[src/rtl/mem_writer_of_verifla.sv]
// Run-length capture writer for a logic analyser: pre-trigger ring, trigger flush, post-trigger fill.
// Each memory word is {repeat_count, sample}.
//
// state | meaning
// IDLE  | after reset, waiting for arm
// PRE   | filling the pre-trigger ring 0..LA_TRIGGER_MATCH_MEM_ADDR-1, trigger evaluated
// POST  | filling LA_TRIGGER_MATCH_MEM_ADDR..LA_MEM_LAST_ADDR, trigger ignored
// DONE  | capture complete, outputs held until re-armed
module mem_writer_of_verifla #(
  parameter int LA_DATA_INPUT_WORDLEN_BITS = 8,
  parameter int LA_IDENTICAL_SAMPLES_BITS  = 8,
  parameter int LA_MEM_ADDRESS_BITS        = 9,
  parameter int LA_TRIGGER_MATCH_MEM_ADDR  = 256,
  parameter int LA_MEM_LAST_ADDR           = 511
) (
  input  logic                                                         clk,
  input  logic                                                         rst_l,
  input  logic [LA_DATA_INPUT_WORDLEN_BITS-1:0]                        data_in,
  input  logic                                                         arm,
  input  logic [LA_DATA_INPUT_WORDLEN_BITS-1:0]                        trigger_value,
  input  logic [LA_DATA_INPUT_WORDLEN_BITS-1:0]                        trigger_mask,
  output logic [LA_MEM_ADDRESS_BITS-1:0]                               addra,
  output logic                                                         wea,
  output logic [LA_IDENTICAL_SAMPLES_BITS+LA_DATA_INPUT_WORDLEN_BITS-1:0] dina,
  output logic                                                         capturing,
  output logic                                                         done,
  output logic                                                         pre_wrapped,
  output logic [LA_MEM_ADDRESS_BITS-1:0]                               bt_queue_tail_address
);

  localparam int W = LA_DATA_INPUT_WORDLEN_BITS;
  localparam int C = LA_IDENTICAL_SAMPLES_BITS;
  localparam int A = LA_MEM_ADDRESS_BITS;
  localparam logic [A-1:0] TRIG_ADDR = A'(LA_TRIGGER_MATCH_MEM_ADDR);
  localparam logic [A-1:0] PRE_LAST  = A'(LA_TRIGGER_MATCH_MEM_ADDR - 1);
  localparam logic [A-1:0] LAST_ADDR = A'(LA_MEM_LAST_ADDR);

  typedef enum logic [1:0] {IDLE, PRE, POST, DONE} state_t;

  state_t         state;
  logic           run_empty;
  logic           last_written;
  logic [W-1:0]   cur_data;
  logic [C-1:0]   cur_count;
  logic [A-1:0]   wr_addr;

  logic           extend_run;
  logic           trig_hit;
  logic           active;
  logic           flush;

  always_comb begin
    extend_run = (data_in == cur_data) && (cur_count != '1);
    trig_hit   = ((data_in ^ trigger_value) & trigger_mask) == '0;
    active     = ((state == PRE) || (state == POST)) && !run_empty && !last_written;
    // a trigger flushes the run even when the sample would have extended it
    flush      = active && (!extend_run || ((state == PRE) && trig_hit));
  end

  always_ff @(posedge clk or negedge rst_l) begin
    if (!rst_l) begin
      state                 <= IDLE;
      run_empty             <= 1'b1;
      last_written          <= 1'b0;
      cur_data              <= '0;
      cur_count             <= '0;
      wr_addr               <= '0;
      addra                 <= '0;
      wea                   <= 1'b0;
      dina                  <= '0;
      capturing             <= 1'b0;
      done                  <= 1'b0;
      pre_wrapped           <= 1'b0;
      bt_queue_tail_address <= '0;
    end else begin
      wea <= 1'b0;

      if (flush) begin
        wea       <= 1'b1;
        addra     <= wr_addr;
        dina      <= {cur_count, cur_data};
        cur_data  <= data_in;
        cur_count <= C'(1);
      end else if (active) begin
        cur_count <= cur_count + 1'b1;
      end

      case (state)
        IDLE, DONE: begin
          if (arm) begin
            state        <= PRE;
            wr_addr      <= '0;
            pre_wrapped  <= 1'b0;
            done         <= 1'b0;
            capturing    <= 1'b1;
            run_empty    <= 1'b1;
            last_written <= 1'b0;
          end
        end
        PRE: begin
          if (run_empty) begin
            cur_data  <= data_in;
            cur_count <= C'(1);
            run_empty <= 1'b0;
          end else if (trig_hit) begin
            bt_queue_tail_address <= wr_addr;
            wr_addr               <= TRIG_ADDR;
            state                 <= POST;
          end else if (flush) begin
            if (wr_addr == PRE_LAST) begin
              wr_addr     <= '0;
              pre_wrapped <= 1'b1;
            end else begin
              wr_addr <= wr_addr + 1'b1;
            end
          end
        end
        POST: begin
          // the run still open after the last word is dropped
          if (last_written) begin
            state     <= DONE;
            done      <= 1'b1;
            capturing <= 1'b0;
            run_empty <= 1'b1;
          end else if (flush) begin
            if (wr_addr == LAST_ADDR) last_written <= 1'b1;
            else                      wr_addr      <= wr_addr + 1'b1;
          end
        end
        default: state <= IDLE;
      endcase
    end
  end

endmodule

[config.mk]
export PLATFORM = sky130hd
export DESIGN_NAME = mem_writer_of_verifla
export DESIGN_NICKNAME = d
export VERILOG_FILES = /design/src/rtl/mem_writer_of_verifla.sv
export SDC_FILE = /design/constraint.sdc
export NUM_CORES = 1
export LEC_CHECK = 0
export ABC_CLOCK_PERIOD_IN_PS = 3000
export CELL_PAD_IN_SITES_DETAIL_PLACEMENT = 2
export CELL_PAD_IN_SITES_GLOBAL_PLACEMENT = 2
export CORE_AREA = 2 2 102 104
export DETAILED_ROUTE_END_ITERATION = 7
export DIE_AREA = 0 0 104 106
export MAX_ROUTING_LAYER = met4
export PLACE_DENSITY_LB_ADDON = 0.25
export SETUP_SLACK_MARGIN = 0.4
export SYNTH_ARGS = -nofsm -noshare
export SYNTH_HDL_FRONTEND = slang
export SYNTH_SLANG_ARGS = --single-unit
[constraint.sdc]
create_clock -name clk -period 3 [get_ports clk]
set_input_delay 0.45 -clock clk [delete_from_list [all_inputs] [get_ports clk]]
set_output_delay 0.45 -clock clk [all_outputs]
set_load 0.01 [all_outputs]
==> reports/qor.csv <==
stage;metric;value;unit
floorplan;start_util;32.8;%
cts;clkTransAtPathRegs;0.08;ns
detailed_routing;wire_per_inst;17.7;um
critical_path;cpPeakStageDelay;0.42;ns
synthesis;synth_ff_type;dfrtp_1;
sta;holdWs;0.113;ns
cts;cts_tree;built;
sta;fin_tns_setup;0;ns
synthesis;synth_fp_nets;293;
critical_path;cp.arrival;2.75;ns
grt;grt_pass1_wl;13900;um
power;power.leakage;1.89;nW
layout;area_growth;33.5;%
layout;layout_commonest_cell;dfrtp_1;
critical_path;startpoint_type;flop;
placement;place_area;0.00413;mm2
placement;gp_routability_congestion;0.700;
detailed_routing;detail-route-antenna-nets;0;
floorplan;placementRows;37;
detailed_routing;drt_wl_total;8480;um
floorplan;die_area;0.0110;mm2
synthesis;synth-edff-count;0;
layout;layout_common_cells;65 x dfrtp_1, 63 x clkdlybuf4s50_1, 25 x mux2_2, 17 x mux2_4, 15 x nor2_1;
grt;grt.met1_usage;20.8;%
sta;finalClockSkew;0.0104;ns
detailed_routing;drtIter0Drc;66;
layout;nNetsFinal;372;
sta;fmax;401;MHz
detailed_routing;vias;2289;
synthesis;yosysWarnings;0;
critical_path;slowest_stage;dfrtp_2;
cts;hold_buffers;0;
layout;fin_util;43.8;%
sta;fin_crit_sh;83.1;%
sta;rsz0062_at_grt;false;
sta;hold_viol;0;
grt;grt_max_degree;40;
critical_path;crit_required;3.26;ns
synthesis;synth_seq_cells;67;
cts;cts_buffer_depth;2;
critical_path;worstPathCellList;ha_1, and3_1, and3_1, and3_1, ha_1, a221oi_2, o21ai_1, or2_4, o41ai_2;
synthesis;synth-async-reset-ratio;100;%
hold_path;hold_class;input pin to asynchronous set/reset pin;
placement;port_buffers;64;
floorplan;core_area;0.0100;mm2
layout;final_area;0.00438;mm2
cts;cts_num_sinks;67;
floorplan;die_y;106;um
sta;tightest_slew;0.692;ns
layout;n_antenna_cell;0;
synthesis;synth_area;0.00328;mm2
grt;track_usage;16.8;%
grt;top_usage_layer;met2;
critical_path;worst_setup_path_end_kind;flop;
grt;grt_pass1_vias;2587;
cts;insertion_delay;0.35;ns
detailed_routing;drc;0;
sta;period_needed;2.49;ns
grt;antenna_found_initial;0;
flow_run;maxCapViolations;0;
critical_path;crit_family;simple AND/OR/NAND/NOR gates;
synthesis;synth.distinct_cells;43;
cts;cts_buffers;9;
placement;post-dp-hpwl;6070;um
grt;use_met3;4.41;%
critical_path;path_max_fanout;7;
grt;globalRouteMet2Util;27.1;%
sta;maxSlewHeadroom;53.8;%
sta;finalSetupViolations;0;
status;status;complete, no violations;
synthesis;synth_cells;259;
floorplan;die_w;104;um
power;p_per_area;931;mW/mm2
synthesis;yosysSeqAreaShare;51.1;%
critical_path;cp_common_cell;and3_1;
grt;overflow;0;
cts;htreeDepth;3;
power;peakVddDrop;0.000318;V
detailed_routing;vias_per_cell;4.79;
detailed_routing;firstDrtPassIters;4;
synthesis;synth_area_per_cell;12.7;um2
cts;root_buffer;clkbuf_8;
layout;drive_gt1_share;27.8;%
sta;slew_viol_final;0;
layout;fill_cells;1061;
critical_path;path_class;flop to flop;
critical_path;path_buf_inv;0;
floorplan;io_pins;65;
[per-stage QoR]
| stage | total power [mW] | setup slack [ns] | std cells |
|---|---|---|---|
| 2_1_floorplan | 2.49 | 0.638 | 259 |
| 6_report | 4.08 | 0.507 | 478 |
| 4_1_cts | 4.09 | 0.406 | 476 |
| 3_5_place_dp | 3.20 | 0.188 | 461 |
| 5_1_grt | 4.37 | 0.366 | 478 |
| 3_3_place_gp | 3.13 | 0.302 | 461 |
[state kept, by name, indices dropped and copies added, names as in the netlist]
name	count
last_written	1
wr_addr	9
cur_count	8
state	2
cur_data	8
capturing	1
run_empty	1
addra	9
wea	1
bt_queue_tail_address	9
pre_wrapped	1
done	1
dina	16
[layout make-up]
cell class	count	area, um2	area share [%]
flip-flops and latches	67	1680	38.3
multi-input cells	175	1530	35.0
repair buffers	78	757	17.3
well taps	136	170	3.89
clock buffers	10	138	3.14
clock inverters	5	77.6	1.77
inverters	7	26.3	0.600
[worst paths after layout]
path / startpoint / endpoint / slack [ns] / cells after the start
setup / recovery: wr_addr[1] / wr_addr[5] / 0.51 / 9
hold / removal: rst_l / cur_data[3] / 0.11 / 2
setup reg to reg: wr_addr[1] / wr_addr[5] / 0.51 / 9
hold reg to reg: dina[1] / dina[1] / 0.51 / 1
max in group asynchronous: rst_l / wr_addr[1] / 2.45 / 2
min in group clk: dina[1] / dina[1] / 0.51 / 1
[power by group]
part           total, mW  switching, mW  internal [mW]
Combinational       1.90          0.939          0.965
Sequential          1.33          0.190           1.14
Clock              0.841          0.358          0.483
Total               4.08           1.49           2.59
[per-layer routing]
layer | wire length [um] | part of all wire [%]
met1 | 3800 | 45
met2 | 4300 | 51
met3 | 270 | 3.2
met4 | 110 | 1.3
met5 | 0 | 0
[synthesized netlist by cell type (4+ instances only)]
master | count | share of area (%)
inv_1 | 7 | 0.80
nor2_1 | 15 | 1.7
mux2_2 | 25 | 8.6
o21ai_0 | 12 | 1.8
nand2_1 | 13 | 1.5
a22oi_2 | 4 | 1.5
dfrtp_1 | 66 | 50
a21oi_1 | 8 | 1.2
nor2b_1 | 5 | 0.95
xnor2_1 | 10 | 2.7
mux2_4 | 17 | 7.8
nand2b_1 | 5 | 0.95
buf_2 | 6 | 0.92
xor2_1 | 13 | 3.5
nand4_1 | 4 | 0.76
and3_1 | 4 | 0.76
ha_1 | 7 | 2.7
nand3_1 | 4 | 0.61
[cell families (layout without fill, tap and decap cells)]
group,Yosys count,in the layout,synth area share [%]
compound gates,42,42,9.69
buf+inv,17,100,2.75
simple gates,59,59,10.6
mux,44,44,17.0
xor+xnor,23,23,6.14
flops,67,67,51.1
fa+ha+maj,7,7,2.67
[timing repair]
| item | in CTS | in global routing |
|---|---|---|
| gates resized for setup | 2 | 8 |
| setup buffers | 0 | 2 |
| pin swaps | 0 | 1 |
| endpoints found under the setup margin | 7 | 11 |
Power figures use the tool's default switching activity.
